==> src/rtl/counter_sweep_ctrl.sv <==
// ---------------------------------------------------------------------------
// counter_sweep_ctrl
//
// Sequencer for a WIDTH-bit up/down loadable counter (CE/SCLR/UP/LOAD/L/Q).
// A sweep command (start, end, mode, repeat count) is accepted over a
// valid/ready handshake. The controller then loads the counter with start,
// lets it count to end (up, down, or up-then-down "triangle"), repeats the
// sweep reps times, clears the counter and reports completion.
//
// Ports
//   clk        system clock, rising edge
//   rst        asynchronous active-high reset
//   cmd_valid  command present
//   cmd_ready  controller can accept a command (high only in IDLE)
//   cmd_start  sweep start value
//   cmd_end    sweep end value
//   cmd_mode   0=up, 1=down, 2=triangle, 3=reserved (illegal)
//   cmd_reps   number of sweeps, 0 is illegal
//   abort      terminate the active sweep (honoured in LOAD/RUN_UP/RUN_DOWN)
//   cnt_q      counter Q feedback
//   cnt_ce     counter CE    (combinational decode of state and cnt_q)
//   cnt_sclr   counter SCLR  (combinational decode of state)
//   cnt_up     counter UP    (combinational decode of state)
//   cnt_load   counter LOAD  (combinational decode of state)
//   cnt_l      counter L, the latched start value while a command is active
//   busy       high in any state except IDLE
//   done       one-cycle pulse at the end of every accepted legal command
//   aborted    qualifies done: 1 if the command was terminated by abort
//   err        one-cycle pulse after an illegal command is accepted
//   sweep_cnt  completed sweeps of the current/last command
//   state_dbg  current FSM state encoding (debug visibility)
//
// Handshake: a command transfers on a rising clk edge where cmd_valid and
// cmd_ready are both high. cmd_ready is only high in IDLE, so cmd_valid
// presented while busy simply waits (or is withdrawn) without effect.
// ---------------------------------------------------------------------------
module counter_sweep_ctrl #(
  parameter int WIDTH = 32,
  parameter int REP_W = 8
) (
  input  logic             clk,
  input  logic             rst,
  input  logic             cmd_valid,
  output logic             cmd_ready,
  input  logic [WIDTH-1:0] cmd_start,
  input  logic [WIDTH-1:0] cmd_end,
  input  logic [1:0]       cmd_mode,
  input  logic [REP_W-1:0] cmd_reps,
  input  logic             abort,
  input  logic [WIDTH-1:0] cnt_q,
  output logic             cnt_ce,
  output logic             cnt_sclr,
  output logic             cnt_up,
  output logic             cnt_load,
  output logic [WIDTH-1:0] cnt_l,
  output logic             busy,
  output logic             done,
  output logic             aborted,
  output logic             err,
  output logic [REP_W-1:0] sweep_cnt,
  output logic [2:0]       state_dbg
);

  typedef enum logic [2:0] {
    S_IDLE     = 3'd0,
    S_LOAD     = 3'd1,
    S_RUN_UP   = 3'd2,
    S_RUN_DOWN = 3'd3,
    S_CLEAR    = 3'd4,
    S_DONE     = 3'd5
  } state_t;

  localparam logic [1:0] MODE_UP   = 2'd0;
  localparam logic [1:0] MODE_DOWN = 2'd1;
  localparam logic [1:0] MODE_TRI  = 2'd2;
  localparam logic [1:0] MODE_RSVD = 2'd3;

  // -------------------------------------------------------------------------
  // Registers
  // -------------------------------------------------------------------------
  state_t             state;
  state_t             state_nxt;
  logic [WIDTH-1:0]   start_r;
  logic [WIDTH-1:0]   end_r;
  logic [1:0]         mode_r;
  logic [REP_W-1:0]   reps_r;
  logic [REP_W-1:0]   sweep_r;
  logic               abort_lat;
  logic               cmd_ready_r;
  logic               busy_r;
  logic               done_r;
  logic               aborted_r;
  logic               err_r;

  // -------------------------------------------------------------------------
  // Command decode
  // -------------------------------------------------------------------------
  logic accept;
  logic illegal;

  assign accept = cmd_valid && cmd_ready_r;

  // The range checks guarantee the counter walks monotonically from start
  // toward end without passing through the wrap point.
  always_comb begin
    illegal = 1'b0;
    if (cmd_mode == MODE_RSVD) begin
      illegal = 1'b1;
    end else if (cmd_reps == '0) begin
      illegal = 1'b1;
    end else if ((cmd_mode == MODE_UP || cmd_mode == MODE_TRI) && (cmd_end < cmd_start)) begin
      illegal = 1'b1;
    end else if ((cmd_mode == MODE_DOWN) && (cmd_end > cmd_start)) begin
      illegal = 1'b1;
    end
  end

  // -------------------------------------------------------------------------
  // Sweep progress
  // -------------------------------------------------------------------------
  logic [WIDTH-1:0] down_target;
  logic             at_end;
  logic             at_target;
  logic [REP_W-1:0] sweep_inc;
  logic             last_sweep;

  // A triangle sweep turns around at end and comes back to start; a plain
  // down sweep runs from start to end.
  assign down_target = (mode_r == MODE_TRI) ? start_r : end_r;
  assign at_end      = (cnt_q == end_r);
  assign at_target   = (cnt_q == down_target);
  assign sweep_inc   = sweep_r + {{(REP_W-1){1'b0}}, 1'b1};
  assign last_sweep  = (sweep_inc == reps_r);

  // -------------------------------------------------------------------------
  // Next-state logic
  // -------------------------------------------------------------------------
  logic in_sweep;
  logic abort_take;
  logic sweep_done;

  assign in_sweep   = (state == S_LOAD) || (state == S_RUN_UP) || (state == S_RUN_DOWN);
  assign abort_take = abort && in_sweep;

  always_comb begin
    state_nxt  = state;
    sweep_done = 1'b0;
    case (state)
      S_IDLE: begin
        if (accept && !illegal) begin
          state_nxt = S_LOAD;
        end
      end
      S_LOAD: begin
        if (abort) begin
          state_nxt = S_CLEAR;
        end else if (mode_r == MODE_DOWN) begin
          state_nxt = S_RUN_DOWN;
        end else begin
          state_nxt = S_RUN_UP;
        end
      end
      S_RUN_UP: begin
        // abort takes priority over a completion seen in the same cycle
        if (abort) begin
          state_nxt = S_CLEAR;
        end else if (at_end) begin
          if (mode_r == MODE_TRI) begin
            // reaching the top is only half of a triangle sweep
            state_nxt = S_RUN_DOWN;
          end else begin
            sweep_done = 1'b1;
            state_nxt  = last_sweep ? S_CLEAR : S_LOAD;
          end
        end
      end
      S_RUN_DOWN: begin
        if (abort) begin
          state_nxt = S_CLEAR;
        end else if (at_target) begin
          sweep_done = 1'b1;
          if (last_sweep) begin
            state_nxt = S_CLEAR;
          end else if (mode_r == MODE_TRI) begin
            // the counter already sits at start: no reload needed
            state_nxt = S_RUN_UP;
          end else begin
            state_nxt = S_LOAD;
          end
        end
      end
      S_CLEAR: begin
        state_nxt = S_DONE;
      end
      S_DONE: begin
        state_nxt = S_IDLE;
      end
      default: begin
        state_nxt = S_IDLE;
      end
    endcase
  end

  // -------------------------------------------------------------------------
  // Counter control decode (combinational from state and cnt_q)
  // -------------------------------------------------------------------------
  always_comb begin
    cnt_ce   = 1'b0;
    cnt_sclr = 1'b0;
    cnt_up   = 1'b0;
    cnt_load = 1'b0;
    case (state)
      S_LOAD: begin
        cnt_ce   = 1'b1;
        cnt_load = 1'b1;
      end
      S_RUN_UP: begin
        cnt_ce = !at_end;
        cnt_up = 1'b1;
      end
      S_RUN_DOWN: begin
        cnt_ce = !at_target;
      end
      S_CLEAR: begin
        cnt_ce   = 1'b1;
        cnt_sclr = 1'b1;
      end
      default: begin
        cnt_ce   = 1'b0;
      end
    endcase
  end

  // L is only meaningful while a command is active; hold it at zero in IDLE
  // so an idle controller presents all-quiet pins to the counter.
  assign cnt_l = (state != S_IDLE) ? start_r : '0;

  // -------------------------------------------------------------------------
  // State and status registers
  // -------------------------------------------------------------------------
  always_ff @(posedge clk or posedge rst) begin
    if (rst) begin
      state       <= S_IDLE;
      start_r     <= '0;
      end_r       <= '0;
      mode_r      <= '0;
      reps_r      <= '0;
      sweep_r     <= '0;
      abort_lat   <= 1'b0;
      cmd_ready_r <= 1'b1;
      busy_r      <= 1'b0;
      done_r      <= 1'b0;
      aborted_r   <= 1'b0;
      err_r       <= 1'b0;
    end else begin
      state       <= state_nxt;
      cmd_ready_r <= (state_nxt == S_IDLE);
      busy_r      <= (state_nxt != S_IDLE);
      done_r      <= (state_nxt == S_DONE);
      // abort_lat is already settled by the time CLEAR hands over to DONE
      aborted_r   <= (state_nxt == S_DONE) && abort_lat;
      err_r       <= accept && illegal;

      if (accept) begin
        start_r   <= cmd_start;
        end_r     <= cmd_end;
        mode_r    <= cmd_mode;
        reps_r    <= cmd_reps;
        sweep_r   <= '0;
        abort_lat <= 1'b0;
      end else begin
        if (abort_take) begin
          abort_lat <= 1'b1;
        end
        // saturate at reps; the count then holds until the next accept
        if (sweep_done && (sweep_r != reps_r)) begin
          sweep_r <= sweep_inc;
        end
      end
    end
  end

  assign cmd_ready = cmd_ready_r;
  assign busy      = busy_r;
  assign done      = done_r;
  assign aborted   = aborted_r;
  assign err       = err_r;
  assign sweep_cnt = sweep_r;
  assign state_dbg = state;

endmodule

==> config.mk <==
export PLATFORM = sky130hd
export DESIGN_NAME = counter_sweep_ctrl
export DESIGN_NICKNAME = d
export VERILOG_FILES = /design/src/rtl/counter_sweep_ctrl.sv
export SDC_FILE = /design/constraint.sdc
export NUM_CORES = 1
export LEC_CHECK = 0
export ABC_AREA = 1
export BUFFER_PORTS_ARGS = -buffer_cell sky130_fd_sc_hd__buf_4
export CELL_PAD_IN_SITES_DETAIL_PLACEMENT = 1
export CELL_PAD_IN_SITES_GLOBAL_PLACEMENT = 2
export CORE_ASPECT_RATIO = 1.1
export CORE_UTILIZATION = 31
export DETAILED_ROUTE_END_ITERATION = 6
export PLACE_DENSITY = 0.9
export SLEW_MARGIN = 40
export SYNTH_ARGS = -nofsm -noshare
export SYNTH_HDL_FRONTEND = slang
export SYNTH_SLANG_ARGS = --single-unit
==> constraint.sdc <==
create_clock -name clk -period 5 [get_ports clk]
set_input_delay 0 -clock clk [delete_from_list [all_inputs] [get_ports clk]]
set_output_delay 0 -clock clk [all_outputs]
set_load 0.01 [all_outputs]
* Yosys cells after proc, flatten, opt, wreduce, memory -nomap -nowiden
Index checks and enable logic that the tools add are counted.
Widths: inputs -> output; s select.
** Word-level totals
- Memory bits (read-only) :: 0
- Logic and storage cells :: 84
- Memory bits (writable) :: 0
- Memories :: 0
- Latch bits :: 0
- Bits of input ports :: 110
- Bits in registers :: 91
** Cells by class
- Bitwise gates (word level) :: 0
- Equality and inequality tests :: 14
- Order comparisons :: 2
- Div/mod/pow operators :: 0
- Shift-type cells :: 0
- Muxes and demuxes :: 32
- Add/subtract/negate cells :: 1
- $mul :: 0
- Reductions and logical operators :: 23
** Operators by type and width (count)
- $eq 32x32->1 :: 2
- $mux 32 :: 2
- $gt 32x32->1 :: 1
- $lt 32x32->1 :: 1
- $mux 3 :: 9
- $mux 8 :: 2
- $mux 1 :: 15
- $pmux 3 s5 :: 1
- $add 8x1->8 const B :: 1
- $eq 8x8->1 :: 1
- $logic_and 1x1->1 :: 8
- $logic_not 8->1 :: 1
- $ne 8x8->1 :: 1
- $eq 2x2->1 const B :: 3
- $eq 3x2->1 const B :: 2
- $eq 3x3->1 const B :: 2
- $logic_not 3->1 :: 2
- $reduce_bool 3->1 :: 2
- $eq 2x1->1 const B :: 2
- $reduce_bool 2->1 :: 2
- $eq 3x1->1 const B :: 1
- $logic_not 1->1 :: 3
- $logic_or 1x1->1 :: 3
- $pmux 1 s3 :: 1
- other kinds (4) :: 4

* Depth between registers and ports, before layout
Gate-level depths: netlist of the first run.
- Depth after elaboration :: 12
- Gate-level depth with buffers :: 19

* Worst setup path before layout of the first run
OpenSTA, ideal clock, no wires.
- Path type :: register to register
- From :: register sweep_r[0], in the netlist sweep_cnt[0]
- To :: register busy_r, in the netlist busy
- Data required time :: 4.879 ns
- Arrival time :: 1.811 ns
- Setup slack :: 3.068 ns
- Cell stages (with the launch flop) :: 15
- Period minus slack after synthesis :: 1.932 ns
- Path through :: dfrtp_1 ha_1 nand3_1 o21bai_1 nand2_1 nand2_1 nand2_1 nor2_1 nand3_1 nand2_1 nand2_1 nand2_1 inv_1 nor2_1 nand2_1
** On the way
- Longest elaborated chain between the ends :: 8
- Elaborated cells between the ends (all ways) :: 11
- Those cells by class :: add/sub (1); eq/ne (1); mux (8); reduce/logical (1)
** Ends and longest elaborated chain
- from (decl) :: RTL line 87 : logic [REP_W-1:0] sweep_r;
- from (signal assigned) :: RTL line 277 : sweep_r <= sweep_inc;
- $add 8x1->8 * :: RTL line 132 : assign sweep_inc = sweep_r + {{(REP_W-1){1'b0}}, 1'b1};
- $eq 8x8->1 * :: RTL line 133 : assign last_sweep = (sweep_inc == reps_r);
- $mux 3 :: RTL line 173 : state_nxt = last_sweep ? S_CLEAR : S_LOAD;
- $mux 3 :: RTL line 168 : if (mode_r == MODE_TRI) begin
- $mux 3 :: RTL line 167 : end else if (at_end) begin
- $mux 3 :: RTL line 165 : if (abort) begin
- $pmux 3 s5 * :: RTL line 148 : case (state)
- $reduce_bool 3->1 * :: RTL line 258 : busy_r <= (state_nxt != S_IDLE);
- to (signal assigned) :: RTL line 258
- to (decl) :: RTL line 90 : logic busy_r;
Every way passes the cells marked *; elsewhere a longest branch is shown, timed or not.
A chain may end at the register's enable or synchronous reset.

* Worst setup path in the final report of the first run
- From :: register mode_r[1]
- To :: output port cnt_ce
** On the way
- Longest elaborated chain between the ends :: 5
** Ends and longest elaborated chain
- from (decl) :: RTL line 85 : logic [1:0] mode_r;
- from (signal assigned) :: RTL line 267 : mode_r <= cmd_mode;
- $eq 2x2->1 :: RTL line 129 : assign down_target = (mode_r == MODE_TRI) ? start_r : end_r;
- $mux 32 :: RTL line 129
- $eq 32x32->1 :: RTL line 131 : assign at_target = (cnt_q == down_target);
- $logic_not 1->1 :: RTL line 222 : cnt_ce = !at_target;
- $pmux 1 s3 :: RTL line 212 : case (state)
- to (decl) :: RTL line 51 : output logic cnt_ce,
Every way passes these cells.

==> qor.txt, run 1 <==
Die Y -> 156 microns
initial antenna violation count -> 1
Iter 0 DRT Violations -> 286
final hold viol count -> 0
top-count cell post-synth -> nand2_1
reg2reg path depth -> 15
Congestion Overflow GR -> 0
fin crit share -> 56.7%
Worst Path Required -> 5.00 ns
Worst path top cell family by delay -> simple AND/OR/NAND/NOR gates
final setup margin -> 2.17 ns
Avg WL per Cell -> 16.5 microns
share of layout cells above drive strength 1 -> 16.9%
gpl congestion -> 0.837
crit-path most repeated cell -> nand2_1
Tot Pwr -> 4.36 mW
detailed-route via count -> 7,156
worst reg2reg startpoint -> mode_r[1]
Num CTS Buffers -> 9
Critical Path AT -> 2.83 ns
Remaining DRCs -> 0
pwr/cell area -> 477 nW/um^2
GRT busiest layer -> met2
met1 track demand over resource -> 30.1%
Leakage -> 4.96 nW
Synth Area in XOR/XNOR -> 3.82%
sequential area share after synthesis -> 34.3%
PortBufs -> 161
Vias/cell -> 4.68
Clock Path Buffers -> 2
largest net degree at the start of global routing -> 96
Multi-input gate area -> 3650 sq um
min cycle time layout -> 2.83 ns
Syn Nets -> 1,156
Peak VDD IR -> 0.173 mV
CP peak stage delay -> 0.70 ns
Compound-Gate Fraction of Synth Area -> 7.36%
Core Box Area -> 20,800 sq um
post-synthesis mux area share -> 0%
async set-reset flop share out of synthesis -> 100%
DP HPWL -> 19.1 mm
main combinational cell family by area after synthesis -> simple AND/OR/NAND/NOR gates
CP bufs+invs -> 2
clock skew -> 0.0123 ns
number of library cell types mapped by synthesis -> 37
Final Max Tran Viols -> 0
crit path kind -> register to output port
final WL -> 25.2 mm
setup TNS -> 0 ns
# IOs -> 162
first-pass GRT wire length -> 40.0 mm
Syn Area/Cell -> 6.56 sq um
Post-synth top cells -> nand2_1, inv_1, dfrtp_1, nor2_1, o21ai_0
Sink Count -> 91
total of flip-flops plus latches after synthesis -> 91
met3 usage -> 4.03%
post-cts gate resize count -> 0
Yosys top cell by area -> dfrtp_1
clock root cell -> clkbuf_16
die width -> 142 microns
Initial Utilization -> 32.0%
M2 GR Usage -> 41.9%
Achievable Freq -> 353 MHz
vias in the first global route -> 7,579
CP Cell Sequence -> inv_2 -> nor2_4 -> nand2_1 -> nand2_1 -> nand2_1 -> nand2_1 -> nand2_1 -> nor2_1 -> nand2_1 -> nor2_2 -> nand2_1 -> nand2_1 -> nand4_1 -> buf_4
Crit Path Max Fanout -> 19
Slew HR -> 55.5%
number of synthesized flops with an enable pin -> 0
Simple-Gate Fraction of Synth Area -> 37.5%
synthesis-to-finish area growth -> 37.5%
Fill cells -> 2,745
final net count -> 1,380
CTS tree -> built
dpl ws -> 2.04 ns
status -> finished, final reports clean
Antenna Nets Post-Route -> 0
CP Capture Type -> output port
Yosys top cell area share -> 33.9%
CP Depth -> 14
Worst setup SP type -> register
setup repair after global routing missed its margin -> no
final setup vio count -> 0
sequential cell area -> 2280 sq um
top post-synthesis cells by area -> dfrtp_1, nand2_1, inv_1, ha_1, nor2_1
Gate Count Post-Synth -> 1,013
worst slew pin tran -> 0.667 ns
post-synthesis adder-cell area fraction -> 6.22%
first-pass detailed-route iteration total -> 4
die area -> 22,000 sq um
Worst Setup SP -> mode_r[1]
Hold Crit Class -> input port to async pin
Max-cap violations -> 0
CTS clk-pin slew, worst paths -> 0.07 ns
row count -> 55
H-tree depth -> 3
YS warnings -> 0
cell area after synthesis -> 6640 sq um
GRT Overall Usage -> 24.0%
critical path's slowest cell -> dfrtp_2
Main synth FF type -> dfrtp_1
worst skew pair latency -> 0.36 ns
==> where the power goes <==
group	internal [mW]	switching [mW]
registers	1.06	0.293
clock network	0.338	0.319
logic	0.889	1.46
==> flip-flops by register name, summed over array words and instances (netlist names) <==
name and count:
abort_lat 1, aborted 1, busy 1, cmd_ready 1, done 1, end_r 32, err 1, mode_r 2
reps_r 8, start_r 32, state_dbg 3, sweep_cnt 8
==> worst paths after layout <==
kind / end / slack (ns)
max: cnt_ce / 2.17
min: reps_r[2] / 0.24
max reg2reg: sweep_cnt[5] / 2.32
min reg2reg: start_r[30] / 0.48
max in group asynchronous: mode_r[1] / 3.70
min in group clk: state_dbg[2] / 0.24
==> area by class of cell <==
class | instances | share of cell area [%]
diodes | 1 | 0.0274
clock buffers | 10 | 2.51
clock inverters | 6 | 0.480
inverters | 149 | 6.21
multi-input cells | 745 | 40.0
flip-flops and latches | 91 | 25.0
well taps | 285 | 3.90
repair buffers | 241 | 21.9
==> tightest hold or removal path: cells and delay by family <==
family / cells / cell delay [ns]
buf+inv: 3 / 1.04
==> kinds of logic after synthesis <==
logic type,after synthesis
simple gates,591
buf+inv,177
compound gates,92
flops,91
fa+ha+maj,33
xor+xnor,29
==> stage by stage <==
step | instance area [sq um] | util [%] | hold WS (ns) | cells
floorplan | 6640 | - | 0.110 | 1013
global placement | 8090 | 38.9 | 0.210 | 1435
detailed placement | 8100 | 39.0 | 0.0721 | 1435
CTS | 9130 | 43.9 | 0.229 | 1527
global route | 9130 | 43.9 | 0.270 | 1527
finish | 9130 | 43.9 | 0.240 | 1528
==> per-layer routing <==
metal	part of all wire (%)	routed length (microns)
met2	49	12300
met5	0	0
met4	2.0	499
met3	3.6	898
met1	45	11500
==> layout by cell type, fill, tap and decap left out, types with 6 or more instances in the layout <==
| master | instances |
|---|---|
| xnor2_1 | 23 |
| dlygate4sd3_1 | 76 |
| o21ai_0 | 61 |
| ha_1 | 33 |
| xor2_1 | 6 |
| a21oi_1 | 19 |
| nand3b_1 | 13 |
| buf_4 | 164 |
| nand2_2 | 10 |
| nand2_1 | 389 |
| nand4_1 | 13 |
| nor2_1 | 86 |
| nand3_1 | 59 |
| clkbuf_16 | 9 |
| inv_1 | 145 |
| dfrtp_1 | 89 |
==> timing repair <==
| action | 4_1_cts | 5_1_grt |
|---|---|---|
| buffers inserted | 0 | 0 |
| hold endpoints to repair | 123 | 0 |
| hold buffers | 76 | 0 |
(Power assumes the default switching activity.)
==> run 2: changes to the inputs <==
- CORE_UTILIZATION: 31 -> 29
- PLACE_DENSITY: 0.9 -> 0.85
- clock period: 5 -> 2.85 ns (I/O delays scaled with it)
==> run 2 against run 1 <==
Compared with the run above: sequential share of layout area down 0.40 points; critical path type unchanged; power is 83% higher; register-to-register slack lost 1.8 ns; non-clock buffer count rose by 8; critical path depth fell by 1.
==> qor.txt, run 2 (synthesized netlist as in run 1, its figures left out) <==
status -> finished, final reports clean (unchanged)
die width -> 146 microns (was 142 microns)
Worst Path Required -> 2.85 ns (was 5.00 ns)
vias in the first global route -> 7,525 (was 7,579)
sequential share of power -> 29.2% (was 31.0%)
dpl ws -> 0.369 ns (was 2.04 ns)
DP HPWL -> 19.1 mm (about the same)
final setup margin -> 0.282 ns (was 2.17 ns)
worst slew pin tran -> 0.747 ns (was 0.667 ns)
antenna cells -> 0 (was 1)
sw power -> 3.71 mW (was 2.07 mW)
share of layout cells above drive strength 1 -> 17.3% (was 16.9%)
final setup vio count -> 0 (unchanged)
Crit Path Max Fanout -> 18 (was 19)
Die Y -> 161 microns (was 156 microns)
Worst setup SP type -> register (unchanged)
final hold viol count -> 0 (unchanged)
Fill cells -> 2,833 (was 2,745)
Leakage -> 5.04 nW (was 4.96 nW)
Critical Path AT -> 2.57 ns (was 2.83 ns)
fin crit share -> 90.1%
Peak VDD IR -> 0.356 mV (was 0.173 mV)
post-route cell area -> 9280 sq um (was 9130 sq um)
crit path kind -> register to output port (unchanged)
Int Power -> 4.29 mW (was 2.29 mW)
Congestion Overflow GR -> 0 (unchanged)
Max-cap violations -> 0 (unchanged)
detailed-route via count -> 7,148 (was 7,156)
row count -> 57 (was 55)
CTS clk-pin slew, worst paths -> 0.07 ns (about the same)
synthesis-to-finish area growth -> 39.6% (was 37.5%)
clock share of power -> 17.0% (was 15.1%)
pwr/cell area -> 862 nW/um^2 (was 477 nW/um^2)
Sink Count -> 91 (unchanged)
gpl congestion -> 0.848 (was 0.837)
largest net degree at the start of global routing -> 96 (unchanged)
H-tree depth -> 3 (unchanged)
Placed Area -> 8150 sq um (was 8100 sq um)
Antenna Nets Post-Route -> 0 (unchanged)
Avg WL per Cell -> 16.5 microns (about the same)
PortBufs -> 161 (unchanged)
setup TNS -> 0 ns (unchanged)
commonest non-fill, non-tap cells in the layout -> nand2_1, buf_4, inv_1 (unchanged)
first-pass detailed-route iteration total -> 4 (unchanged)
GRT Overall Usage -> 22.3% (was 24.0%)
largest registers -> end_r x32, start_r x32 (unchanged)
Slew HR -> 50.2% (was 55.5%)
CP Capture Type -> output port (unchanged)
Comb power frac -> 53.8% (was 53.9%)
Vias/cell -> 4.62 (was 4.68)
first-pass GRT wire length -> 40.6 mm (was 40.0 mm)
Final Max Tran Viols -> 0 (unchanged)
# IOs -> 162 (unchanged)
Clock Path Buffers -> 2 (unchanged)
Sw Ratio -> 46.4% (was 47.6%)
CTS tree -> built (unchanged)
Iter 0 DRT Violations -> 363 (was 286)
worst skew pair latency -> 0.36 ns (about the same)
min cycle time layout -> 2.57 ns
initial antenna violation count -> 0 (was 1)
Remaining DRCs -> 0 (unchanged)
Achievable Freq -> 389 MHz
Initial Utilization -> 29.9% (was 32.0%)
clock skew -> 0.0119 ns (was 0.0123 ns)
final net count -> 1,389 (was 1,380)
setup repair after global routing missed its margin -> no (unchanged)
Num CTS Buffers -> 9 (unchanged)
final WL -> 25.6 mm (was 25.2 mm)
commonest non-fill, non-tap cell in the layout -> nand2_1 (unchanged)
Core Box Area -> 22,300 sq um (was 20,800 sq um)
Hold Crit Class -> input port to register (was input port to async pin)
clock root cell -> clkbuf_16 (unchanged)
die area -> 23,500 sq um (was 22,000 sq um)
## run 2: cell count changes in the layout (fill, tap and decap cells not counted), sizes merged
cell      before  now
clkbuf        10   12
clkinvlp       4    2
nand2        403  404
buf          165  173
bufinv         0    2
diode          1    0
clkinv         3    1
## run 2: path summary, 6_finish.rpt
path	from	endpoint	slack, ns	cells after the start
max in group asynchronous	rst	end_r[18]	2.11	4
min	cnt_q[9]	state_dbg[2]	0.25	8
min reg2reg	start_r[24]	start_r[24]	0.48	2
max	mode_r[0]	cnt_ce	0.28	13
min in group asynchronous	rst	reps_r[2]	0.34	4
max reg2reg	sweep_cnt[0]	busy	0.49	14
## run 2: cell type report
cell class / count / area (sq um) / share of cell area [%]
sequential: 91 / 2280 / 24.6
tap: 295 / 369 / 3.98
multi-input combinational: 746 / 3660 / 39.5
inverter: 149 / 566 / 6.10
clock buffer: 12 / 246 / 2.66
clock inverter: 4 / 75.1 / 0.809
timing repair buffer: 249 / 2080 / 22.4
## run 2: power groups by stage
stage	Clock, mW	Combinational (mW)	Sequential [mW]
global placement	0	4.04	2.33
detailed placement	0	4.13	2.36
finish	1.36	4.30	2.33
global route	1.43	4.86	2.41
CTS	1.39	4.24	2.34
floorplan	0	2.65	2.22
## run 2: worst max-delay path, stage by stage (launching register included)
cell and delay (ns):
dfrtp_1 0.48, inv_6 0.24, nand2_8 0.17, nand2_1 0.12, nand3_1 0.08, nand2_1 0.09
nand2_1 0.09, nor2_1 0.11, nand2_1 0.08, nor2_2 0.20, nand2_1 0.08, nand2_1 0.11
nand4_1 0.16, buf_4 0.19
## run 2: routing by layer
layer | up-vias | track usage, % | routed length [microns]
li1 | 3598 | - | -
met1 | 3398 | 28.5 | 11800
met2 | 134 | 39.6 | 12600
met3 | 18 | 2.93 | 791
met4 | 0 | 5.54 | 369
met5 | - | 0 | 0
## run 2: timing repair
item,CTS,global route
hold buffers,76,0
hold endpoints to repair,166,0
resized for setup,0,2
buffers inserted,0,4
endpoints found under the setup margin,0,1
## run 2: per-stage QoR
stage / hold slack [ns] / cells / util (%) / total power, mW
5_1_grt: 0.308 / 1546 / 41.7 / 8.69
6_report: 0.253 / 1546 / 41.7 / 8.00
4_1_cts: 0.249 / 1541 / 41.5 / 7.96
3_5_place_dp: 0.183 / 1449 / 36.6 / 6.49
3_3_place_gp: 0.176 / 1449 / 36.6 / 6.37
2_1_floorplan: 0.110 / 1013 / - / 4.88
==> run 3: changes to the inputs <==
- CORE_ASPECT_RATIO: 1.1 -> not set
- CORE_MARGIN: not set -> 2
==> run 3 against run 2 <==
Compared with the run above: die area is 2.6% higher; utilization is 0.89 points lower; power is 2.3% lower; flip-flop and latch count stayed put; clock skew is 0.0021 ns lower; global-route usage is 1.2 points lower; non-clock buffer count is 4 lower; combinational power is 3% lower; clock power is 4% lower; wire length is 1.9% lower; critical endpoint unchanged; largest cell class unchanged.
==> qor.txt, run 3 (synthesized netlist as in run 1, its figures left out) <==
sequential cell area -> 2280 sq um (unchanged)
CTS tree -> built (unchanged)
gpl congestion -> 0.869 (was 0.848)
Worst path top cell family by delay -> simple AND/OR/NAND/NOR gates (unchanged)
clock root cell -> clkbuf_16 (unchanged)
H-tree depth -> 3 (unchanged)
CTS clk-pin slew, worst paths -> 0.07 ns (about the same)
Setup Fix Bufs, Post-CTS -> 0 (unchanged)
commonest non-fill, non-tap cells in the layout -> nand2_1, buf_4, inv_1 (unchanged)
CP Cell Sequence -> inv_4 -> nand2_8 -> nand2_2 -> nand3b_1 -> nand2_1 -> nand2_1 -> nor2_1 -> nand2_1 -> nor2_2 -> nand2_1 -> nand2_1 -> nand4_1 -> buf_4 (was inv_6 -> nand2_8 -> nand2_1 -> nand3_1 -> nand2_1 -> nand2_1 -> nor2_1 -> nand2_1 -> nor2_2 -> nand2_1 -> nand2_1 -> nand4_1 -> buf_4)
vias in the first global route -> 7,411 (was 7,525)
Sw Ratio -> 46.4% (about the same)
pwr/cell area -> 849 nW/um^2 (was 862 nW/um^2)
commonest non-fill, non-tap cell in the layout -> nand2_1 (unchanged)
worst skew pair latency -> 0.36 ns (about the same)
status -> finished, final reports clean (unchanged)
Comb power frac -> 53.4% (was 53.8%)
# IOs -> 162 (unchanged)
row count -> 55 (was 57)
Fill cells -> 2,879 (was 2,833)
Hold Crit Class -> input port to async pin (was input port to register)
Critical Path AT -> 2.58 ns (was 2.57 ns)
Critical R2R Capture -> sweep_cnt[7] (was busy)
Final Max Tran Viols -> 0 (unchanged)
final WL -> 25.1 mm (was 25.6 mm)
CP bufs+invs -> 2 (unchanged)
Crit Path Max Fanout -> 35 (was 18)
Achievable Freq -> 387 MHz (was 389 MHz)
synthesis-to-finish area growth -> 38.7% (was 39.6%)
die area -> 24,100 sq um (was 23,500 sq um)
setup repair after global routing missed its margin -> no (unchanged)
worst reg2reg startpoint -> mode_r[0] (was sweep_cnt[0])
Vias/cell -> 4.67 (was 4.62)
Worst setup SP type -> register (unchanged)
Peak VDD IR -> 0.285 mV (was 0.356 mV)
Congestion Overflow GR -> 0 (unchanged)
Leakage -> 5.01 nW (was 5.04 nW)
Sink Count -> 91 (unchanged)
post-cts gate resize count -> 0 (unchanged)
sw power -> 3.63 mW (was 3.71 mW)
clock share of power -> 16.6% (was 17.0%)
Int Power -> 4.19 mW (was 4.29 mW)
Multi-input gate area -> 3650 sq um (was 3660 sq um)
largest net degree at the start of global routing -> 96 (unchanged)
largest registers -> end_r x32, start_r x32 (unchanged)
Remaining DRCs -> 0 (unchanged)
Num CTS Buffers -> 9 (unchanged)
min cycle time layout -> 2.58 ns (was 2.57 ns)
crit path kind -> register to output port (unchanged)
Avg WL per Cell -> 16.4 microns (was 16.5 microns)
die width -> 155 microns (was 146 microns)
first-pass detailed-route iteration total -> 4 (unchanged)
Slew HR -> 54.2% (was 50.2%)
fin crit share -> 90.6% (was 90.1%)
final setup vio count -> 0 (unchanged)
CP Capture Type -> output port (unchanged)
CP peak stage delay -> 0.46 ns (was 0.48 ns)
Register-to-Register Setup Slack -> 0.43 ns (was 0.49 ns)
Max-cap violations -> 0 (unchanged)
DP HPWL -> 19.3 mm (was 19.1 mm)
crit-path most repeated cell -> nand2_1 (unchanged)
Die Y -> 155 microns (was 161 microns)
GRT Overall Usage -> 21.1% (was 22.3%)
Placed Area -> 8130 sq um (was 8150 sq um)
share of layout cells above drive strength 1 -> 17.2% (was 17.3%)
final net count -> 1,384 (was 1,389)
post-route cell area -> 9210 sq um (was 9280 sq um)
sequential share of power -> 30.0% (was 29.2%)
CTS Hold Bufs -> 76 (unchanged)
detailed-route via count -> 7,152 (was 7,148)
setup TNS -> 0 ns (unchanged)
worst slew pin tran -> 0.687 ns (was 0.747 ns)
PortBufs -> 161 (unchanged)
Worst Path Required -> 2.85 ns (about the same)
Clock Path Buffers -> 2 (unchanged)
Antenna Nets Post-Route -> 0 (unchanged)
final hold viol count -> 0 (unchanged)
Iter 0 DRT Violations -> 309 (was 363)
reg2reg path depth -> 14 (unchanged)
clock skew -> 0.00977 ns (was 0.0119 ns)
critical path's slowest cell -> dfrtp_1 (unchanged)
initial antenna violation count -> 1 (was 0)
first-pass GRT wire length -> 39.5 mm (was 40.6 mm)
Core Box Area -> 22,600 sq um (was 22,300 sq um)
Initial Utilization -> 29.4% (was 29.9%)
## run 3: worst min-delay path: stages
cell and delay [ns]:
dlygate4sd3_1 0.53, buf_4 0.13, clkinv_2 0.21
## run 3: final cells by class
type	count	share of cell area (%)
diodes	1	0.0272
clock buffers	11	2.74
clock inverters	5	0.652
inverters	149	6.11
multi-input cells	745	39.6
flip-flops and latches	91	24.7
well taps	285	3.87
repair buffers	245	22.2
## run 3: routing by layer
metal  global-route usage [%]  wire length, microns  vias to the layer above
li1                         -                     -                     3584
met1                     27.8                 11600                     3399
met2                     36.8                 12100                      149
met3                     2.09                   936                       20
met4                     6.12                   426                        0
met5                        0                     0                        -
## run 3: power by group through the flow
stage | Combinational [mW] | Clock (mW) | Sequential, mW
final | 4.17 | 1.30 | 2.34
after global routing | 4.72 | 1.37 | 2.43
after CTS | 4.22 | 1.33 | 2.35
after detailed placement | 4.12 | 0 | 2.36
after global placement | 4.05 | 0 | 2.35
after floorplan | 2.65 | 0 | 2.22
## run 3: how the worst max path moves through the flow
stage	start	end	slack (ns)	cells after the start
2_1_floorplan	rst	abort_lat	0.49	1
3_3_place_gp	mode_r[0]	sweep_cnt[7]	0.45	14
3_5_place_dp	mode_r[0]	sweep_cnt[7]	0.42	14
4_1_cts	mode_r[0]	cnt_ce	0.23	13
5_1_grt	mode_r[0]	cnt_ce	0.07	13
6_report	mode_r[0]	cnt_ce	0.27	13
## run 3: through the flow
stage	hold slack (ns)	utilization, %	cells	worst slack, ns	total power, mW
after CTS	0.133	40.8	1531	0.227	7.90
after floorplan	0.110	-	1013	0.488	4.88
final	0.131	40.8	1532	0.269	7.82
after detailed placement	-0.0380	36.0	1439	0.422	6.48
after global placement	-0.0419	36.0	1439	0.453	6.40
after global routing	0.159	40.8	1532	0.0667	8.51
